File: src/rtl/dt_pack.sv
// dt_pack: thresholds a distance map read from res RAM and packs the
// resulting binary image 16 pixels per word into the sti memory.
// Per word: 16 read cycles, one capture cycle, one write cycle.
module dt_pack #(
  parameter int IMG_W = 128
) (
  input  logic        clk,
  input  logic        reset,
  input  logic        start,
  input  logic [7:0]  thr,
  output logic        res_rd,
  output logic [13:0] res_addr,
  input  logic [7:0]  res_di,
  output logic        sti_wr,
  output logic [9:0]  sti_addr,
  output logic [15:0] sti_do,
  output logic [14:0] obj_cnt,
  output logic        done
);

  // Index of the final word of the image; the pass ends after writing it.
  localparam logic [9:0] LAST_W = 10'(IMG_W * IMG_W / 16 - 1);

  typedef enum logic [2:0] {IDLE, READ, LAST, WRITE, DONE} state_t;

  state_t      state;
  logic [7:0]  thr_lat;
  logic [9:0]  w;
  logic [3:0]  k;
  logic [15:0] word;
  logic        hit;

  // Read data always belongs to the pixel addressed on the previous cycle.
  assign hit = res_di > thr_lat;

  // Pass sequencer: all outputs are registered and updated with the state.
  always_ff @(posedge clk or negedge reset) begin
    if (!reset) begin
      state    <= IDLE;
      thr_lat  <= 8'd0;
      w        <= 10'd0;
      k        <= 4'd0;
      word     <= 16'd0;
      obj_cnt  <= 15'd0;
      res_rd   <= 1'b0;
      res_addr <= 14'd0;
      sti_wr   <= 1'b0;
      sti_addr <= 10'd0;
      sti_do   <= 16'd0;
      done     <= 1'b0;
    end else begin
      case (state)
        IDLE: begin
          if (start) begin
            thr_lat  <= thr;
            w        <= 10'd0;
            k        <= 4'd0;
            word     <= 16'd0;
            obj_cnt  <= 15'd0;
            res_rd   <= 1'b1;
            res_addr <= 14'd0;
            state    <= READ;
          end
        end
        READ: begin
          if (k != 4'd0) begin
            word[k - 4'd1] <= hit;
            obj_cnt        <= obj_cnt + {14'd0, hit};
          end
          if (k == 4'd15) begin
            res_rd   <= 1'b0;
            res_addr <= 14'd0;
            state    <= LAST;
          end else begin
            k        <= k + 4'd1;
            res_addr <= {w, k + 4'd1};
          end
        end
        LAST: begin
          word[15] <= hit;
          obj_cnt  <= obj_cnt + {14'd0, hit};
          sti_wr   <= 1'b1;
          sti_addr <= w;
          sti_do   <= {hit, word[14:0]};
          state    <= WRITE;
        end
        WRITE: begin
          sti_wr   <= 1'b0;
          sti_addr <= 10'd0;
          sti_do   <= 16'd0;
          if (w == LAST_W) begin
            done  <= 1'b1;
            state <= DONE;
          end else begin
            w        <= w + 10'd1;
            k        <= 4'd0;
            res_rd   <= 1'b1;
            res_addr <= {w + 10'd1, 4'd0};
            state    <= READ;
          end
        end
        DONE: begin
          done  <= 1'b0;
          state <= IDLE;
        end
        default: state <= IDLE;
      endcase
    end
  end

endmodule

File: config.mk
export PLATFORM = sky130hd
export DESIGN_NAME = dt_pack
export DESIGN_NICKNAME = d
export VERILOG_FILES = /design/src/rtl/dt_pack.sv
export SDC_FILE = /design/constraint.sdc
export NUM_CORES = 1
export LEC_CHECK = 0
export CELL_PAD_IN_SITES_DETAIL_PLACEMENT = 1
export CELL_PAD_IN_SITES_GLOBAL_PLACEMENT = 2
export CORE_MARGIN = 2
export CORE_UTILIZATION = 37
export CTS_BUF_LIST = sky130_fd_sc_hd__clkbuf_4
export DETAILED_ROUTE_END_ITERATION = 12
export PLACE_DENSITY_LB_ADDON = 0.25
export SLEW_MARGIN = 20
export SYNTH_ARGS = -nofsm -noshare
export SYNTH_HDL_FRONTEND = slang
export SYNTH_SLANG_ARGS = --single-unit
export TNS_END_PERCENT = 30
File: constraint.sdc
create_clock -name clk -period 4.22 [get_ports clk]
set_input_delay 1.266 -clock clk [delete_from_list [all_inputs] [get_ports clk]]
set_output_delay 1.266 -clock clk [all_outputs]
set_load 0.005 [all_outputs]
==> run summary <==
=================================================================================
Clock latency of the later-clocked register in the worst-skew pair .      0.46 ns
Multi-input gate area in the final layout ..........................     2400 µm²
Final-stage net count ..............................................          648
Number of detailed-route iterations in the first pass ..............            4
Proportion of synthesized chip area in sequential cells ............        48.2%
Required time reported for the critical path endpoint ..............      4.61 ns
Outcome ............................................................    completed
Achievable clock frequency .........................................      299 MHz
Initial antenna violation count ....................................            1
Worst-path cell chain .............................................. clkdlybuf4s50_1 -> ha_1 -> nor2b_1 -> o211ai_1 -> a21oi_1 -> o21a_1 -> ha_1 -> ha_1 -> nand4_2 -> or4_1 -> a21oi_1
Hold_buf cts .......................................................            0
Mapped Cells .......................................................          548
Number of sinks handled by clock tree synthesis ....................           98
Kind of critical path ..............................................       in2reg
Remaining global-route overflow ....................................            0
Routability cong. ..................................................        0.823
Kind of capture point of the worst setup path ......................     register
Maximum capacitance violations .....................................            0
Wire length after detailed routing .................................     13300 µm
Max VDD drop .......................................................       222 µV
Final worst path period need .......................................      3.35 ns
Area post-placement ................................................     5970 µm²
Transition time of the tightest slew-check pin .....................     0.972 ns
Buffers on Ports ...................................................           76
Layout Skew ........................................................    0.0188 ns
First-pass GRT wire length .........................................     22500 µm
CP max FO ..........................................................            5
Most frequent cell on the critical path ............................ sky130_fd_sc_hd__ha_1
Core ar. ...........................................................    13300 µm²
Top cells by area in the synthesized netlist ....................... sky130_fd_sc_hd__dfrtp_1, sky130_fd_sc_hd__nand2_1, sky130_fd_sc_hd__o21ai_0
# setup viols final ................................................            0
Kind of start point of the critical path ........................... primary input
Drt wl/cell ........................................................      16.8 µm
Cell variety after synth ...........................................           61
Post-DR vias/cell ..................................................         5.39
Synthesized area per cell ..........................................     9.29 µm²
Detail Placement HPWL ..............................................      9550 µm
Number of CTS-inserted buffers .....................................            9
Leak Pwr ...........................................................      2.59 nW
Clock transition at path regs ......................................      0.14 ns
Final Max Tran Viols ...............................................            0
Final ANT Viol Nets ................................................            0
Synth Net Count ....................................................          584
Die Outline Area ...................................................    14700 µm²
Routed via count ...................................................         4282
Combined area of all synthesized cells .............................     5090 µm²
DRC violations left ................................................            0
Initial detailed-routing violation count ...........................          153
Count of flip-flops with a built-in enable after synthesis .........            0
Setup total negative slack .........................................         0 ns
Setup repair after global routing missed its margin ................           no
Die X ..............................................................       121 µm
Proportion of netlist area held by the largest area contributor ....        48.2%
Max stage delay cell, worst path ................................... sky130_fd_sc_hd__or4_1
Overall Power ......................................................      3.46 mW
Final std cell area, no fill .......................................     6080 µm²
Total routing resource utilization after global routing ............        19.2%
Proportion of layout cells with a drive suffix above 1 .............        6.48%
Main synth FF type ................................................. sky130_fd_sc_hd__dfrtp_1
Boundary Pins ......................................................           77
Cts repair resizes .................................................            0
Power density normalized to cell area ..............................   568 nW/µm²
Fillers ............................................................         1592
Clock Path Buffers .................................................            2
Headroom to the max-slew limit .....................................        35.2%
Count of standard-cell rows ........................................           42
Endpoints failing hold .............................................            0
Maximum single-stage delay on the critical path ....................      0.54 ns
Number of global-route vias before repair ..........................         4545
Area taken by flip-flops and latches ...............................     2450 µm²
Largest net degree at the start of global routing ..................           77
Clock tree from TritonCTS ..........................................        built
Number of setup buffers added after CTS ............................            0
Area growth from synthesis to layout ...............................        19.5%
CTS Root Buffer Type ............................................... sky130_fd_sc_hd__clkbuf_4
Total of flip-flops plus latches after synthesis ...................           98
Cell accounting for the most synthesized area ...................... sky130_fd_sc_hd__dfrtp_1
Effective utilization at floorplan .................................        38.2%
Maximum level of the CTS H-tree ....................................            3
Async SR Flop Fraction .............................................         100%
Worst min-delay path category ......................................      reg2reg
Arrival time at the worst endpoint .................................      3.74 ns
Die Ht .............................................................       121 µm
Warnings from Yosys ................................................            0
Share of the cycle needed by the critical path after routing .......        79.4%
=================================================================================
## where the power goes
| group | internal [mW] | switching (mW) | total [mW] |
|---|---|---|---|
| clock | 0.124 | 0.317 | 0.441 |
| sequential | 1.16 | 0.213 | 1.38 |
| combinational | 0.667 | 0.970 | 1.64 |
| total | 1.96 | 1.50 | 3.46 |
## path summary, 6_finish.rpt
kind                            from           to  slack, ns  depth (start not counted)
max                        res_di[1]  obj_cnt[14]       0.87                         11
min                        sti_do[1]    sti_do[1]       0.49                          2
max reg2reg                     k[0]  obj_cnt[14]       1.29                          7
min reg2reg                sti_do[1]    sti_do[1]       0.49                          2
max in group asynchronous      reset   thr_lat[0]       2.49                          2
min in group asynchronous      reset  sti_addr[8]       0.93                          1
## per-layer routing
metal,track usage [%],routed length (µm),vias up
li1,-,-,2062
met1,25.9,6460,2116
met2,30.5,6140,89
met3,3.20,480,15
met4,7.90,254,0
met5,0,0,-
## critical path: cells and delay by family
family | cells | cell delay [ns]
and+or+nand+nor | 3 | 0.81
AOI/OAI and AO/OA | 4 | 0.60
buffers and inverters | 1 | 0.40
adders and majority gates | 3 | 0.67
## registers in the layout, summed over array words and instances (netlist names), 3 cells and up
| register | count |
|---|---|
| obj_cnt | 15 |
| sti_addr | 10 |
| word | 15 |
| w | 10 |
| thr_lat | 8 |
| sti_do | 16 |
| res_addr | 14 |
| k | 4 |
| state | 3 |
## logic make-up (layout without fill, tap and decap cells)
family          Yosys count  count (layout)  synth area share [%]
other cells               0               1                     0
fa+ha+maj                17              17                  4.18
flops                    98              98                  48.2
xor+xnor                 13              13                  2.24
mux                       1               1                 0.197
buf+inv                  53             122                  4.69
simple gates            205             205                  21.7
compound gates          161             161                  18.9
## through the flow
stage	utilization [%]	std cells	hold WS (ns)	setup slack, ns
CTS	45.6	793	0.502	0.880
global route	45.6	794	0.517	0.648
finish	45.6	794	0.494	0.871
global placement	44.8	777	0.461	0.508
floorplan	-	548	0.450	1.08
detailed placement	44.8	777	0.468	0.390
## layout make-up
class	count	share of cell area, %
Antenna cell	1	0.0411
Inverter	23	1.42
Sequential cell	98	40.3
Tap cell	176	3.62
Multi-Input combinational cell	397	39.5
Clock inverter	6	0.555
Timing Repair Buffer	83	13.3
Clock buffer	10	1.23
## Yosys cell counts, types with 10 or more instances
cell type                  instances
sky130_fd_sc_hd__nand2_1          72
sky130_fd_sc_hd__dfrtp_1          98
sky130_fd_sc_hd__ha_1             17
sky130_fd_sc_hd__nand3_1          24
sky130_fd_sc_hd__a31oi_1          10
sky130_fd_sc_hd__nand2b_1         19
sky130_fd_sc_hd__nor2_1           23
sky130_fd_sc_hd__clkbuf_1         15
sky130_fd_sc_hd__o21ai_0          53
sky130_fd_sc_hd__inv_1            23
sky130_fd_sc_hd__a21o_1           12
sky130_fd_sc_hd__o21ai_1          15
sky130_fd_sc_hd__a21oi_1          30
sky130_fd_sc_hd__o31ai_1          13
## cells in the final DEF, fill, tap and decap left out, types with 4 or more instances in the layout
master                            netlist  layout
sky130_fd_sc_hd__nand3_1               24      24
sky130_fd_sc_hd__inv_1                 23      23
sky130_fd_sc_hd__nand2_1               72      72
sky130_fd_sc_hd__and3_1                 7       7
sky130_fd_sc_hd__nand3b_1               7       7
sky130_fd_sc_hd__ha_1                  17      17
sky130_fd_sc_hd__o21ai_1               15      15
sky130_fd_sc_hd__a22oi_1                4       4
sky130_fd_sc_hd__xor2_1                 9       9
sky130_fd_sc_hd__o22ai_1                7       7
sky130_fd_sc_hd__clkbuf_4               0      10
sky130_fd_sc_hd__a21o_1                12      12
sky130_fd_sc_hd__nand2b_1              19      18
sky130_fd_sc_hd__dfrtp_1               98      98
sky130_fd_sc_hd__o21ai_0               53      53
sky130_fd_sc_hd__nor2_1                23      23
sky130_fd_sc_hd__clkdlybuf4s50_1        0      75
sky130_fd_sc_hd__nor3_1                 9       9
sky130_fd_sc_hd__nor2b_1                5       5
sky130_fd_sc_hd__xnor2_1                4       4
sky130_fd_sc_hd__nand4_1                9       9
sky130_fd_sc_hd__a21oi_1               30      30
sky130_fd_sc_hd__a31oi_1               10      10
sky130_fd_sc_hd__buf_4                  4       8
sky130_fd_sc_hd__o31ai_1               13      13
Power figures use the tool's default switching activity.
